--- config.mk ---
export PLATFORM = sky130hd
export DESIGN_NAME = czono_op_scheduler
export DESIGN_NICKNAME = d
export VERILOG_FILES = /design/src/rtl/czono_pkg.sv /design/src/rtl/czono_cmd_fifo.sv /design/src/rtl/czono_op_scheduler.sv
export SDC_FILE = /design/constraint.sdc
export NUM_CORES = 1
export LEC_CHECK = 0
export BUFFER_PORTS_ARGS = -buffer_cell sky130_fd_sc_hd__buf_2
export CAP_MARGIN = 10
export CORE_ASPECT_RATIO = 0.75
export CORE_MARGIN = 2
export CORE_UTILIZATION = 35
export CTS_CLUSTER_DIAMETER = 150
export DETAILED_ROUTE_END_ITERATION = 8
export PLACE_DENSITY_LB_ADDON = 0.3
export SLEW_MARGIN = 40
export SYNTH_ARGS = -nofsm -noshare
export SYNTH_HDL_FRONTEND = slang
export SYNTH_HIERARCHICAL = 1
export SYNTH_SLANG_ARGS = --single-unit
--- constraint.sdc ---
create_clock -name clk_i -period 5.36 [get_ports clk_i]
set_input_delay 0.268 -clock clk_i [delete_from_list [all_inputs] [get_ports clk_i]]
set_output_delay 0.268 -clock clk_i [all_outputs]
set_load 0.02 [all_outputs]
--- src/rtl/czono_pkg.sv ---
// Shared types for the constrained-zonotope op scheduler.
// Op, status and FSM state encodings plus the dimension check.
package czono_pkg;

  typedef enum logic [1:0] {
    OP_PLUS  = 2'd0,
    OP_IMAGE = 2'd1,
    OP_ISECT = 2'd2,
    OP_RSVD  = 2'd3
  } op_e;

  typedef enum logic [1:0] {
    ST_OK      = 2'd0,
    ST_BADOP   = 2'd1,
    ST_TIMEOUT = 2'd2,
    ST_DIMERR  = 2'd3
  } status_e;

  typedef enum logic [2:0] {
    S_IDLE   = 3'd0,
    S_CHECK  = 3'd1,
    S_LAUNCH = 3'd2,
    S_WAIT   = 3'd3,
    S_RESP   = 3'd4
  } state_e;

  // Operand shapes each engine requires before it may be launched.
  function automatic logic dim_err(
    input op_e         op,
    input int unsigned zn,
    input int unsigned wn,
    input int unsigned rn,
    input int unsigned rnr
  );
    logic err;
    err = 1'b0;
    case (op)
      OP_PLUS:  err = (zn != wn);
      OP_IMAGE: err = (rn != zn);
      OP_ISECT: err = (rn != zn) || (rnr != wn);
      default:  err = 1'b0;
    endcase
    return err;
  endfunction

endpackage

--- src/rtl/czono_cmd_fifo.sv ---
// Command queue for the op scheduler.
// Show-ahead read: rdata is the head entry whenever !empty.
module czono_cmd_fifo #(
  parameter int W     = 8,
  parameter int DEPTH = 4
) (
  input  logic         clk,
  input  logic         rst_n,
  input  logic         wr_en,
  input  logic [W-1:0] wdata,
  input  logic         rd_en,
  output logic [W-1:0] rdata,
  output logic         full,
  output logic         empty
);

  localparam int AW = (DEPTH > 1) ? $clog2(DEPTH) : 1;

  logic [W-1:0]  mem [DEPTH];
  logic [AW-1:0] wr_ptr;
  logic [AW-1:0] rd_ptr;
  logic [AW:0]   count;
  logic          push;
  logic          pop;

  assign full  = (count == (AW+1)'(DEPTH));
  assign empty = (count == '0);
  assign push  = wr_en && !full;
  assign pop   = rd_en && !empty;
  assign rdata = mem[rd_ptr];

  always_ff @(posedge clk) begin
    if (push) mem[wr_ptr] <= wdata;
  end

  always_ff @(posedge clk or negedge rst_n) begin
    if (!rst_n) begin
      wr_ptr <= '0;
      rd_ptr <= '0;
      count  <= '0;
    end else begin
      if (push) wr_ptr <= wr_ptr + AW'(1);
      if (pop)  rd_ptr <= rd_ptr + AW'(1);
      unique case ({push, pop})
        2'b10:   count <= count + (AW+1)'(1);
        2'b01:   count <= count - (AW+1)'(1);
        default: count <= count;
      endcase
    end
  end

endmodule

--- src/rtl/czono_op_scheduler.sv ---
// Queues zonotope op commands, validates shapes, launches one
// engine at a time, owns the BRAM mux and returns a status.
module czono_op_scheduler
  import czono_pkg::*;
#(
  parameter int NMAX       = 10,
  parameter int NRMAX      = 10,
  parameter int FIFO_DEPTH = 4,
  parameter int TIMEOUT    = 1024
) (
  input  logic                   clk_i,
  input  logic                   rstn_i,
  input  logic                   cmd_valid_i,
  output logic                   cmd_ready_o,
  input  logic [1:0]             cmd_op_i,
  input  logic [3:0]             cmd_tag_i,
  input  logic [$clog2(NMAX):0]  cmd_zn_i,
  input  logic [$clog2(NMAX):0]  cmd_wn_i,
  input  logic [$clog2(NMAX):0]  cmd_rn_i,
  input  logic [$clog2(NRMAX):0] cmd_rnr_i,
  output logic                   plus_start_o,
  output logic                   image_start_o,
  output logic                   isect_start_o,
  input  logic                   plus_done_i,
  input  logic                   image_done_i,
  input  logic                   isect_done_i,
  output logic                   abort_o,
  output logic                   sel_valid_o,
  output logic [1:0]             sel_o,
  output logic                   rsp_valid_o,
  input  logic                   rsp_ready_i,
  output logic [3:0]             rsp_tag_o,
  output logic [1:0]             rsp_status_o,
  output logic                   busy_o
);

  localparam int NW = $clog2(NMAX) + 1;
  localparam int RW = $clog2(NRMAX) + 1;
  localparam int FW = 2 + 4 + 3*NW + RW;
  localparam int CW = $clog2(TIMEOUT) + 1;
  localparam logic [CW-1:0] TLAST = CW'(TIMEOUT - 1);

  state_e        state_q;
  state_e        state_d;
  status_e       status_q;
  status_e       status_d;
  logic [FW-1:0] cmd_q;
  logic [FW-1:0] wdata;
  logic [FW-1:0] rdata;
  logic [CW-1:0] cnt_q;
  logic          full;
  logic          empty;
  logic          push;
  logic          pop;
  logic          launch;
  logic          timeout_hit;
  logic          done_sel;
  logic          owning;

  op_e           op;
  logic [3:0]    tag;
  logic [NW-1:0] zn;
  logic [NW-1:0] wn;
  logic [NW-1:0] rn;
  logic [RW-1:0] rnr;

  assign cmd_ready_o = rstn_i && !full;
  assign push        = cmd_valid_i && cmd_ready_o;
  assign wdata       = {cmd_op_i, cmd_tag_i, cmd_zn_i,
                        cmd_wn_i, cmd_rn_i, cmd_rnr_i};

  czono_cmd_fifo #(
    .W     (FW),
    .DEPTH (FIFO_DEPTH)
  ) u_fifo (
    .clk   (clk_i),
    .rst_n (rstn_i),
    .wr_en (push),
    .wdata (wdata),
    .rd_en (pop),
    .rdata (rdata),
    .full  (full),
    .empty (empty)
  );

  assign op  = op_e'(cmd_q[FW-1 -: 2]);
  assign tag = cmd_q[FW-3 -: 4];
  assign zn  = cmd_q[3*NW+RW-1 -: NW];
  assign wn  = cmd_q[2*NW+RW-1 -: NW];
  assign rn  = cmd_q[NW+RW-1 -: NW];
  assign rnr = cmd_q[RW-1:0];

  // Only the owning engine's done counts; others are ignored.
  always_comb begin
    done_sel = 1'b0;
    unique case (1'b1)
      (op == OP_PLUS):  done_sel = plus_done_i;
      (op == OP_IMAGE): done_sel = image_done_i;
      (op == OP_ISECT): done_sel = isect_done_i;
      default:          done_sel = 1'b0;
    endcase
  end

  always_comb begin
    state_d     = state_q;
    status_d    = status_q;
    pop         = 1'b0;
    launch      = 1'b0;
    timeout_hit = 1'b0;
    unique case (state_q)
      S_IDLE: begin
        if (!empty) begin
          pop     = 1'b1;
          state_d = S_CHECK;
        end
      end
      S_CHECK: begin
        if (op == OP_RSVD) begin
          status_d = ST_BADOP;
          state_d  = S_RESP;
        end else if (dim_err(op, 32'(zn), 32'(wn),
                             32'(rn), 32'(rnr))) begin
          status_d = ST_DIMERR;
          state_d  = S_RESP;
        end else begin
          state_d = S_LAUNCH;
        end
      end
      S_LAUNCH: begin
        launch  = 1'b1;
        state_d = S_WAIT;
      end
      S_WAIT: begin
        // Done wins over a simultaneous timeout.
        if (done_sel) begin
          status_d = ST_OK;
          state_d  = S_RESP;
        end else if (cnt_q == TLAST) begin
          timeout_hit = 1'b1;
          status_d    = ST_TIMEOUT;
          state_d     = S_RESP;
        end
      end
      S_RESP: begin
        if (rsp_ready_i) state_d = S_IDLE;
      end
      default: state_d = S_IDLE;
    endcase
  end

  always_ff @(posedge clk_i or negedge rstn_i) begin
    if (!rstn_i) begin
      state_q  <= S_IDLE;
      status_q <= ST_OK;
      cmd_q    <= '0;
      cnt_q    <= '0;
    end else begin
      state_q  <= state_d;
      status_q <= status_d;
      if (pop) cmd_q <= rdata;
      if (launch) begin
        cnt_q <= '0;
      end else if (state_q == S_WAIT && cnt_q != '1) begin
        cnt_q <= cnt_q + CW'(1);
      end
    end
  end

  assign owning = (state_q == S_LAUNCH) || (state_q == S_WAIT);

  assign plus_start_o  = launch && (op == OP_PLUS);
  assign image_start_o = launch && (op == OP_IMAGE);
  assign isect_start_o = launch && (op == OP_ISECT);
  assign abort_o       = timeout_hit;

  assign sel_valid_o  = owning;
  assign sel_o        = owning ? op : 2'd0;
  assign rsp_valid_o  = (state_q == S_RESP);
  assign rsp_tag_o    = rsp_valid_o ? tag : 4'd0;
  assign rsp_status_o = rsp_valid_o ? status_q : 2'd0;
  assign busy_o       = (state_q != S_IDLE) || !empty;

endmodule
After elaboration in Yosys (flattened, before gate mapping) --
Memory sizes are Yosys's and may differ from the RTL's. A register that Yosys moved wholly into a read port is not among the register bits. Cells that the tools add are included.
Word-level totals: logic and storage cells 84, input bits 33, output and inout bits 16, register bits 23, memories 1, bits in writable memories 104
Cells by class: equality and inequality tests 19, multiplexer cells 30, add/subtract/negate cells 5, reduce and logical (&&, ||, !) cells 23
Memories:
- u_fifo.mem | depth 4, bits a word 26, rd ports 1, clocked after memory_dff 1, wr ports 1, line czono_cmd_fifo.sv:19 | logic [W-1:0] mem [DEPTH];
Operator list (count):
- $mux W11 | 2
- $mux W3 | 6
- $ne A5 B5 Y1 | 3
- $pmux W3 S5 | 1
- $mux W2 | 6
- $add A11 B1 Y11 const B | 1
- $eq A11 B10 Y1 const B | 1
- $ne A11 B11 Y1 const B | 1
- $mux W1 | 10
- $logic_and A1 B1 Y1 | 8
- $eq A2 B2 Y1 const B | 3
- $eq A3 B2 Y1 const B | 2
- $eq A3 B3 Y1 const B | 2
- $logic_not A3 Y1 | 2
- $ne A3 B3 Y1 const B | 2
- $pmux W1 S3 | 2
- $pmux W3 S2 | 1
- $reduce_and A3 Y1 | 2
- $reduce_bool A2 Y1 | 3
- $add A2 B1 Y2 const B | 2
- $eq A2 B1 Y1 const B | 2
- $mux W4 | 1
- $pmux W2 S2 | 1
- $add A3 B1 Y3 const B | 1
- other kinds (8) | 12

Depth between registers and ports, before layout --
Gate-level depths: netlist (run 1).
word-level depth 8, gate-level depth with buffers 11, mapped depth without buffers 11

Hierarchy --
The synthesis (run 1) kept the hierarchy.
By module, submodules not included:
- czono_cmd_fifo | area each 4226.6 µm², times used 1, sequential area each 3298.2 µm², cells an instance 173
- czono_op_scheduler | area each 2184.6 µm², times used 1, sequential area each 1051.0 µm², cells an instance 186

Worst setup path after synthesis (run 1) --
OpenSTA, ideal clock, no wires.
path type register to register, start reg state_q[1], end reg u_fifo.count[2], buffers on the path 2, required time 5.281 ns, slack 2.848 ns, cell stages (with the launch flop) 11, library setup time 0.079 ns, clock period less this slack 2.512 ns, data arrival time 2.432 ns, cells stage by stage dfrtp_1 -> clkbuf_8 -> nor4_4 -> buf_2 -> o31a_1 -> ha_1 -> inv_1 -> fa_1 -> xor2_1 -> nor2_1 -> xor2_1
Between the ends: cells in the longest elaborated chain, start to end 5, elaborated cells between the ends (all ways) 7, classes of those cells 2 x eq/ne; 2 x mux; 3 x reduce/logical
RTL lines:
- start, declared | line czono_op_scheduler.sv:43 | state_e state_q;
- start signal, assigned | line czono_op_scheduler.sv:158 | state_q <= state_d;
- $logic_not A3 Y1 * | line czono_op_scheduler.sv:110 | unique case (state_q)
- $mux W1 * | line czono_op_scheduler.sv:110
- named net pop | line czono_op_scheduler.sv:54 | logic pop;
- $logic_and A1 B1 Y1 * | line czono_cmd_fifo.sv:29 | assign pop = rd_en && !empty;
- named net u_fifo.pop | line czono_cmd_fifo.sv:24 | logic pop;
- $eq A2 B1 Y1 / $eq A2 B2 Y1 (equally long branches) | line czono_cmd_fifo.sv:44 | unique case ({push, pop})
- $pmux W3 S2 / $reduce_bool A2 Y1 (equally long branches)
- end signal, assigned | line czono_cmd_fifo.sv:45 | 2'b10: count <= count + (AW+1)'(1);
- end signal, assigned | line czono_cmd_fifo.sv:46 | 2'b01: count <= count - (AW+1)'(1);
- end signal, assigned | line czono_cmd_fifo.sv:47 | default: count <= count;
- end, declared | line czono_cmd_fifo.sv:22 | logic [AW:0] count;
The timed path passes the listed nets; every way through them passes the cells marked *. A chain may end at the register's enable or synchronous reset.

Worst setup path after layout (run 1) --
start in rstn_i, end reg u_fifo.count[1]
Between the ends: cells in the longest elaborated chain, start to end 5, elaborated cells between the ends (all ways) 7, classes of those cells 2 x eq/ne; 1 x mux; 4 x reduce/logical
RTL lines:
- start, declared | line czono_op_scheduler.sv:12 | input logic rstn_i,
- $logic_and A1 B1 Y1 * | line czono_op_scheduler.sv:67 | assign cmd_ready_o = rstn_i && !full;
- $logic_and A1 B1 Y1 * | line czono_op_scheduler.sv:68 | assign push = cmd_valid_i && cmd_ready_o;
- named net push | line czono_op_scheduler.sv:53 | logic push;
- $logic_and A1 B1 Y1 * | line czono_cmd_fifo.sv:28 | assign push = wr_en && !full;
- $eq A2 B1 Y1 / $eq A2 B2 Y1 (equally long branches) | line czono_cmd_fifo.sv:44
- $pmux W3 S2 / $reduce_bool A2 Y1 (equally long branches)
Marks and branches as above.

==> results.json, run 1 <==
{
  "status": "finished clean",
  "grt_pass1_wl_mm": 18.9,
  "ir_worst_vdd_mv": 0.215,
  "cap_violations": 0,
  "synth_seq_cells": 153,
  "tightest_slew_ns": 0.745,
  "ant_nets": 0,
  "nFillCells": 1569,
  "cp-start-kind": "primary input",
  "yosysWarnings": 6,
  "final_cell_mix": "104 x edfxtp_1, 49 x dfrtp_1, 48 x buf_2",
  "drt_iter0_markers": 202,
  "post_drt_wl_per_cell_microns": 17.3,
  "worst-path-stages": 11,
  "worstSkewPairLatency_ns": 0.41,
  "dieArea_sq_um": 19400,
  "first_global_vias": 3337,
  "cts_tree": "built",
  "hp-class": "in2reg",
  "required_ns": 5.68,
  "grt_max_degree": 51,
  "initial_core_util_pct": 36.0,
  "p_total_mw": 4.10,
  "cts_sinks": 153,
  "final_util_pct": 42.2,
  "powerDensity_nw_per_um2": 546,
  "slew_headroom_pct": 50.2,
  "p_sw_share_pct": 28.9,
  "clockBufferDepth": 2,
  "track_usage_pct": 13.1,
  "end_kind": "flip-flop",
  "gp_congestion": 0.762,
  "synth-simple-area-share_pct": 6.87,
  "syn_to_final_growth_pct": 17.3,
  "hold_viol_final": 0,
  "pwr-share-clk_pct": 30.2,
  "synth_xor_area_share_pct": 3.42,
  "drc": 0,
  "crit_chain": "dlygate4sd3_1 -> buf_2 -> buf_4 -> nor2b_1 -> and2_1 -> nor2b_2 -> inv_1 -> ha_1 -> inv_1 -> fa_1 -> mux2i_1",
  "cts_setup_buffers": 0,
  "critPathKind": "in2reg",
  "wl_mm": 11.7,
  "report.final.slew_viol_count": 0,
  "via_count": 3223,
  "pwr-share-seq_pct": 42.4,
  "synth-compound-area-share_pct": 2.97,
  "muxShareOfSynthArea_pct": 14.9,
  "antenna_cells": 0,
  "timing.hold.ws_ns": 0.0726,
  "vias_per_cell": 4.76,
  "firstDrtPassIters": 4,
  "path_buf_inv": 5,
  "worstPathArrival_ns": 2.99,
  "critPathTopFamily": "buffers and inverters",
  "place_area_sq_um": 6890,
  "htree_levels": 4,
  "setup-violations-final": 0,
  "period_minus_slack_ns": 2.67,
  "grt_antenna_before_repair": 0,
  "dp.final_hpwl_mm": 7.52,
  "die_width_microns": 160,
  "synthAdderAreaFrac_pct": 1.48,
  "yosysUniqueCellTypes": 56,
  "numCtsBuffers": 17,
  "hold_depth": 1,
  "final_cell_area_sq_um": 7520,
  "p_int_mw": 2.92,
  "crit_path_max_fanout": 50,
  "seq_area_frac_synth_pct": 67.8,
  "core_sq_um": 17800,
  "final_common_cell": "edfxtp_1",
  "reg2reg_slack_ns": 2.75,
  "clk_pin_slew_ns": 0.06,
  "rsz0062_at_grt": "false",
  "synth_edf_count": 104,
  "synth_top_family_by_area": "multiplexers",
  "io_pins": 49,
  "p_leak_nw": 2.80,
  "postSynthAreaPerCell_sq_um": 17.9,
  "finClkSkew_ns": 0.0125,
  "crit_path_frequent_cell": "inv_1",
  "worstRegToRegCells": 9,
  "synth_ff_type": "edfxtp_1",
  "io_buffers": 48,
  "fin_nets": 462,
  "slowest_delay_ns": 0.52,
  "switchingPower_mw": 1.19,
  "cts_root_buf": "clkbuf_16",
  "die_h_microns": 121,
  "grt_overflow_total": 0,
  "synthCells": 359,
  "syn_area_sq_um": 6410,
  "pwr-share-comb_pct": 27.4,
  "syn_nets": 399,
  "final_layout_size_suffix_gt1_share_pct": 33.1,
  "finalSetupTns_ns": 0,
  "min_period_over_period_pct": 49.8,
  "fmax_mhz": 374,
  "cp_slowest_cell": "dlygate4sd3_1",
  "rows": 42,
  "synthArstFlopShare_pct": 32.0
}
==> synth_stat cells, types with 2 or more instances <==
cell type | instances | area [sq um]
edfxtp_1 | 104 | 3120
dfrtp_1 | 49 | 1230
mux2_2 | 27 | 304
mux4_2 | 18 | 405
and2_1 | 13 | 81.3
xor2_1 | 13 | 114
xnor2_1 | 12 | 105
inv_1 | 10 | 37.5
nand2_1 | 9 | 33.8
mux4_1 | 8 | 210
nor2_1 | 8 | 30.0
o21ai_0 | 8 | 40.0
a21oi_1 | 6 | 30.0
ha_1 | 6 | 75.1
nor3_1 | 6 | 30.0
buf_2 | 5 | 25.0
nand3_1 | 5 | 25.0
nand4_1 | 4 | 25.0
nor2b_1 | 3 | 18.8
nor3b_1 | 3 | 22.5
and4_1 | 2 | 17.5
buf_12 | 2 | 40.0
buf_6 | 2 | 22.5
mux2i_1 | 2 | 20.0
nand3b_1 | 2 | 15.0
o31a_1 | 2 | 17.5
==> per-layer routing <==
| metal | up-vias | track usage [%] | share of wire [%] |
|---|---|---|---|
| met4 | 0 | 4.22 | 0.29 |
| met3 | 2 | 2.94 | 3.9 |
| met1 | 1642 | 18.6 | 49 |
| met5 | - | 0 | 0 |
| met2 | 66 | 20.2 | 46 |
| li1 | 1513 | - | - |
==> state kept, by name, summed over array words and instances, names as in the netlist <==
name / flops
cmd_q: 26
cnt_q: 11
state_q: 3
status_q: 2
u_fifo/count: 3
u_fifo/mem: 104
u_fifo/rd_ptr: 2
u_fifo/wr_ptr: 2
==> final timing paths <==
kind,start,to
hold reg to reg,cmd_q[22]$_DFFE_PN0P_,cmd_q[22]$_DFFE_PN0P_
max in group asynchronous,rstn_i,u_fifo/wr_ptr[0]$_DFFE_PN0P_
hold / removal,cmd_rn_i[0],u_fifo/mem[3][5]$_DFFE_PP_
setup / recovery,rstn_i,u_fifo/count[1]$_DFFE_PN0P_
min in group asynchronous,rstn_i,cmd_q[0]$_DFFE_PN0P_
setup reg to reg,state_q[1]$_DFFE_PN0P_,u_fifo/count[2]$_DFFE_PN0P_
==> per-stage QoR <==
step	setup slack, ns	std cells
4_1_cts	2.64	677
5_1_grt	2.41	677
6_report	2.69	677
3_3_place_gp	2.83	644
2_1_floorplan	2.85	359
3_5_place_dp	2.73	644
==> power groups by stage <==
stage / Combinational, mW / Sequential (mW) / Clock [mW]
6_report: 1.13 / 1.74 / 1.24
5_1_grt: 1.25 / 1.78 / 1.32
4_1_cts: 1.15 / 1.75 / 1.27
3_5_place_dp: 1.15 / 1.77 / 0
3_3_place_gp: 1.12 / 1.75 / 0
2_1_floorplan: 1.00 / 1.65 / 0
==> logic make-up (layout without fill, tap and decap cells) <==
| logic type | Yosys count | after routing |
|---|---|---|
| flip-flops | 153 | 153 |
| AND/OR/NAND/NOR | 70 | 70 |
| multiplexers | 56 | 56 |
| AO/OA/AOI/OAI | 25 | 25 |
| XOR/XNOR | 25 | 25 |
| buffers and inverters | 23 | 99 |
| adder cells (fa/ha/maj) | 7 | 7 |
==> final cells by class <==
class	count	area (sq um)	area share [%]
clock buffers	20	447	5.94
flip-flops and latches	153	4350	57.8
inverters	10	37.5	0.499
clock inverters	12	174	2.31
multi-input cells	183	1900	25.3
well taps	242	303	4.03
repair buffers	57	310	4.13
==> what timing repair did <==
item | 4_1_cts | 5_1_grt
hold buffers | 1 | 0
hold endpoints to repair | 42 | 0
resized for setup | 0 | 0
Power figures use the tool's default switching activity.
==> run 2, diff against run 1 <==
- ABC_AREA: default -> 1
- clock period: 5.36 -> 2.8 ns (I/O delays scaled with it)
==> run 2 against run 1 <==
Total power grew 110%. Clock power grew 85%. Final cell count grew 52%. Non-clock buffer count grew 29. Worst setup slack lost 2.1 ns. Global-route usage grew 1.8 points. First-iteration DRC count grew 60%. Clock-buffer cell count is the same. Design area grew 13%. Critical path type is now reg2reg. Critical endpoint unchanged. Highest routed layer unchanged.
==> results.json, run 2 <==
{
  "fmax_mhz": 445,
  "final_cell_area_sq_um": 8480,
  "setup-violations-final": 0,
  "finalSetupTns_ns": 0,
  "dieArea_sq_um": 21600,
  "wl_mm": 14.8,
  "reg_top3": "u_fifo/mem (104), cmd_q (26), cnt_q (11)",
  "cts_sinks": 153,
  "ys_top_cells_by_area": "edfxtp_1 44%, dfrtp_1 17%, nand2_1 10%",
  "syn_nets": 712,
  "gp_congestion": 0.720,
  "dp.final_hpwl_mm": 9.48,
  "die_width_microns": 169,
  "synth_edf_count": 104,
  "fin_cells": 1027,
  "cp-start-kind": "flip-flop",
  "drt_iter0_markers": 323,
  "cts_tree": "built",
  "fin_nets": 796,
  "cts_setup_buffers": 0,
  "synthCells": 672,
  "first_global_vias": 4514,
  "grt_overflow_total": 0,
  "grt_max_degree": 58,
  "synthArstFlopShare_pct": 32.0,
  "worstPathArrival_ns": 2.59,
  "yosysUniqueCellTypes": 37,
  "dpl.cell_count": 967,
  "synth_ff_type": "edfxtp_1",
  "grt_pass1_wl_mm": 24.2,
  "synth_seq_cells": 153,
  "track_usage_pct": 14.8,
  "p_total_mw": 8.57,
  "vias_per_cell": 4.45,
  "worstReg2RegEnd": "u_fifo/count[1]$_DFFE_PN0P_",
  "worstHoldStart": "cmd_valid_i",
  "drc": 0,
  "period_minus_slack_ns": 2.25,
  "die_h_microns": 128,
  "critPathKind": "reg2reg",
  "finClkSkew_ns": 0.0133,
  "final_cell_mix": "192 x nand2_1, 104 x edfxtp_1, 101 x inv_1",
  "grt_antenna_before_repair": 0,
  "hold_depth": 4,
  "post_cts_resized": 0,
  "firstDrtPassIters": 5,
  "place_area_sq_um": 7610,
  "place_ws_ns": 0.533,
  "postSynthAreaPerCell_sq_um": 10.6,
  "numCtsBuffers": 17,
  "yosysTopAreaCell": "edfxtp_1",
  "crit_chain": "inv_2 -> nand3_1 -> inv_2 -> nor3b_1 -> nand2_1 -> ha_1 -> inv_1 -> fa_1 -> o21ai_0",
  "worstRegToRegCells": 9,
  "timing.hold.ws_ns": 0.155,
  "syn_area_sq_um": 7140,
  "post_drt_wl_per_cell_microns": 14.4,
  "syn_to_final_growth_pct": 18.7,
  "via_count": 4572,
  "worstSkewPairLatency_ns": 0.42,
  "io_pins": 49,
  "yosysWarnings": 6,
  "hp-class": "in2reg",
  "required_ns": 3.14,
  "end_kind": "flip-flop",
  "p_leak_nw": 3.74,
  "status": "finished clean",
  "largest_reg_flops": 104,
  "cp_slowest_cell": "fa_1",
  "tightest_slew_ns": 0.688,
  "cts_root_buf": "clkbuf_16",
  "clockBufferDepth": 2,
  "io_buffers": 48,
  "rows": 45,
  "initial_core_util_pct": 35.5,
  "crit_path_max_fanout": 7,
  "regMostFlops": "u_fifo/mem",
  "final_layout_size_suffix_gt1_share_pct": 22.8,
  "setup_slack_ns": 0.555,
  "holdPathEnd": "u_fifo/wr_ptr[1]$_DFFE_PN0P_",
  "r2r_start": "u_fifo/count[1]$_DFFE_PN0P_",
  "nFillCells": 1908,
  "report.final.slew_viol_count": 0,
  "powerDensity_nw_per_um2": 1010,
  "seq_area_frac_synth_pct": 60.9,
  "cap_violations": 0,
  "antenna_cells": 0,
  "yosys-top-cells-count": "192 x nand2_1, 104 x edfxtp_1, 101 x inv_1, 49 x dfrtp_1, 49 x o211ai_2",
  "min_period_over_period_pct": 80.2,
  "slowest_delay_ns": 0.41,
  "final_common_cell": "nand2_1",
  "hold_viol_final": 0,
  "clk_pin_slew_ns": 0.06,
  "synth_most_common_cell": "nand2_1",
  "netlist.area_leader.share_pct": 43.7,
  "htree_levels": 4,
  "crit_path_frequent_cell": "inv_2",
  "ir_worst_vdd_mv": 0.524,
  "slew_headroom_pct": 54.1,
  "rsz0062_at_grt": "false",
  "reg2reg_slack_ns": 0.55,
  "final_util_pct": 42.2,
  "core_sq_um": 20100,
  "ant_nets": 0,
  "holdBufCountCts": 28
}
==> run 2: final cells by class <==
class                      count  area [sq um]  share of cell area [%]
clock buffer                  20           437                    5.15
clock inverter                12           154                    1.82
inverter                     119           454                    5.36
multi-input combinational    379          2150                    25.4
sequential                   153          4350                    51.3
tap                          258           323                    3.81
timing repair buffer          86           608                    7.17
==> run 2: kinds of logic after synthesis <==
| family | after synthesis | synth area share, % |
|---|---|---|
| and+or+nand+nor | 276 | 16.0 |
| DFF | 153 | 60.9 |
| buffers and inverters | 140 | 9.20 |
| AOI/OAI and AO/OA | 89 | 11.7 |
| xor gates and xnor gates | 7 | 0.858 |
| adders and majority gates | 7 | 1.33 |
==> run 2: report_power, final <==
| part | internal, mW | switching [mW] |
|---|---|---|
| clock network | 1.40 | 0.891 |
| logic | 1.01 | 2.06 |
| registers | 2.90 | 0.303 |
==> run 2: how the worst max path moves through the flow <==
stage                                     start                     endpoint  slack, ns  depth (start not counted)
floorplan           u_fifo/count[0]$_DFFE_PN0P_   u_fifo/mem[0][0]$_DFFE_PP_       0.20                          6
global placement    u_fifo/count[1]$_DFFE_PN0P_  u_fifo/count[1]$_DFFE_PN0P_       0.63                          9
detailed placement  u_fifo/count[1]$_DFFE_PN0P_  u_fifo/count[1]$_DFFE_PN0P_       0.53                          9
CTS                 u_fifo/count[1]$_DFFE_PN0P_  u_fifo/count[1]$_DFFE_PN0P_       0.53                          9
global route        u_fifo/count[0]$_DFFE_PN0P_  u_fifo/count[1]$_DFFE_PN0P_       0.38                          9
finish              u_fifo/count[1]$_DFFE_PN0P_  u_fifo/count[1]$_DFFE_PN0P_       0.55                          9
==> run 2: layer usage <==
| layer | wire length (microns) | GRT usage (%) |
|---|---|---|
| met1 | 7620 | 21.3 |
| met2 | 6520 | 22.3 |
| met3 | 496 | 3.37 |
| met4 | 140 | 5.02 |
| met5 | 0 | 0 |
==> run 2: critical path: cells and delay by family, from the launching register on <==
family                     cells  cell delay, ns
buffers and inverters          3            0.20
DFF                            1            0.36
and+or+nand+nor                3            0.73
AOI/OAI and AO/OA              1            0.16
adders and majority gates      2            0.71
==> run 3, diff against run 2 <==
- clock period: 2.8 -> 2.3 ns (I/O delays scaled with it)
==> run 3 against run 2 <==
Non-clock buffer count up 4. Hold slack worse by 0.039 ns. Total power increased by 23%. Sequential power rose by 22%. Clock power up 21%. Global-route usage shrank 0.096 points. Flip-flop and latch count unchanged. Fmax grew 9.2%. Critical path depth did not move. Critical path type unchanged. Critical endpoint unchanged. Largest cell class unchanged. Highest routed layer unchanged.
==> results.json, run 3 (synthesis results as in run 2) <==
{
  "core_sq_um": 20100,
  "place_ws_ns": 0.246,
  "antenna_cells": 0,
  "setup_slack_ns": 0.244,
  "cts_tree": "built",
  "rsz0062_at_grt": "false",
  "final_layout_size_suffix_gt1_share_pct": 23.5,
  "cp-start-kind": "flip-flop",
  "io_pins": 49,
  "final_util_pct": 42.5,
  "report.final.slew_viol_count": 0,
  "fmax_mhz": 486,
  "dp.final_hpwl_mm": 9.73,
  "numCtsBuffers": 17,
  "vias_per_cell": 4.48,
  "clockBufferDepth": 2,
  "regMostFlops": "u_fifo/mem",
  "syn_to_final_growth_pct": 19.7,
  "end_kind": "flip-flop",
  "largest_reg_flops": 104,
  "p_sw_share_pct": 40.1,
  "first_global_vias": 4595,
  "crit_path_max_fanout": 4,
  "cts_sinks": 153,
  "rows": 45,
  "ant_nets": 0,
  "finalSetupTns_ns": 0,
  "drt_iter0_markers": 220,
  "reg_top3": "u_fifo/mem (104), cmd_q (26), cnt_q (11)",
  "p_leak_nw": 3.78,
  "slew_headroom_pct": 55.7,
  "hp-class": "in2reg",
  "htree_levels": 4,
  "gp_congestion": 0.733,
  "critPathKind": "reg2reg",
  "grt_antenna_before_repair": 0,
  "p_total_mw": 10.5,
  "clk_pin_slew_ns": 0.07,
  "cts_setup_buffers": 0,
  "die_width_microns": 169,
  "finClkSkew_ns": 0.0137,
  "holdBufCountCts": 28,
  "multi_input_area_sq_um": 2150,
  "min_period_over_period_pct": 89.4,
  "post_cts_resized": 0,
  "period_minus_slack_ns": 2.06,
  "final_common_cell": "nand2_1",
  "final_cell_mix": "192 x nand2_1, 104 x edfxtp_1, 101 x inv_1",
  "cap_violations": 0,
  "via_count": 4618,
  "grt_pass1_wl_mm": 24.4,
  "powerDensity_nw_per_um2": 1230,
  "p_int_mw": 6.29,
  "pwr-share-clk_pct": 26.4,
  "regArea_sq_um": 4350,
  "io_buffers": 48,
  "grt_max_degree": 54,
  "die_h_microns": 128,
  "pwr-share-seq_pct": 37.0,
  "cts_root_buf": "clkbuf_16",
  "tightest_slew_ns": 0.664,
  "ir_worst_vdd_mv": 0.761,
  "status": "finished clean",
  "wl_mm": 14.7,
  "initial_core_util_pct": 35.5,
  "switchingPower_mw": 4.20,
  "track_usage_pct": 14.8,
  "dieArea_sq_um": 21600,
  "post_drt_wl_per_cell_microns": 14.3,
  "firstDrtPassIters": 4,
  "timing.hold.ws_ns": 0.115,
  "hold_viol_final": 0,
  "grt_overflow_total": 0,
  "nFillCells": 1908,
  "fin_nets": 800,
  "worstSkewPairLatency_ns": 0.42,
  "required_ns": 2.64,
  "drc": 0,
  "setup-violations-final": 0,
  "pwr-share-comb_pct": 36.6,
  "worstPathArrival_ns": 2.40
}
-- run 3: cell count changes in the layout (fill, tap and decap cells not counted) --
cell / delta
inv_6: +5
inv_8: +5
clkinv_8: +4
buf_12: +3
bufinv_16: -3
clkbuf_1: -3
clkinv_2: -3
clkinv_4: -3
clkinvlp_4: -2
buf_4: +1
-- run 3: through the flow --
stage | std cells | cell area [sq um]
global placement | 971 | 7670
detailed placement | 971 | 7670
floorplan | 672 | 7140
CTS | 1031 | 8550
finish | 1031 | 8550
global route | 1031 | 8550
-- run 3: power groups by stage --
stage / Sequential [mW] / Clock, mW / Combinational (mW)
after detailed placement: 3.94 / 0 / 3.84
after floorplan: 3.83 / 0 / 3.09
after CTS: 3.89 / 2.85 / 3.91
final: 3.89 / 2.77 / 3.84
after global routing: 3.95 / 2.97 / 4.38
after global placement: 3.93 / 0 / 3.80
-- run 3: path summary, 6_finish.rpt --
check	start	to	slack, ns	cells after the start
max in group asynchronous	rstn_i	status_q[1]$_DFFE_PN0P_	1.45	3
worst min-delay path	cmd_valid_i	u_fifo/wr_ptr[0]$_DFFE_PN0P_	0.12	4
min in group asynchronous	rstn_i	u_fifo/count[0]$_DFFE_PN0P_	0.40	3
worst max register to register	u_fifo/count[0]$_DFFE_PN0P_	u_fifo/count[1]$_DFFE_PN0P_	0.24	9
worst min register to register	status_q[0]$_DFFE_PN0P_	status_q[0]$_DFFE_PN0P_	0.48	2
worst max-delay path	u_fifo/count[0]$_DFFE_PN0P_	u_fifo/count[1]$_DFFE_PN0P_	0.24	9
-- run 3: cell type report --
type | instances | share of cell area, %
flip-flops and latches | 153 | 50.9
repair buffers | 90 | 7.90
inverters | 119 | 5.31
multi-input cells | 379 | 25.2
clock buffers | 17 | 4.97
clock inverters | 15 | 2.02
well taps | 258 | 3.77
-- run 3: per-layer routing --
layer	track usage, %	wire (microns)	up-vias
li1	-	-	2379
met1	21.6	7650	2174
met2	22.5	6560	60
met3	3.09	459	5
met4	3.70	68	0
met5	0	0	-
-- run 3: critical path, stage by stage (launching register included) --
cell and delay, ns:
dfrtp_1 0.38, inv_2 0.06, nand3_1 0.14, inv_2 0.05, nor3b_1 0.34, nand2_1 0.13
ha_1 0.22, inv_1 0.08, fa_1 0.40, o21ai_0 0.16
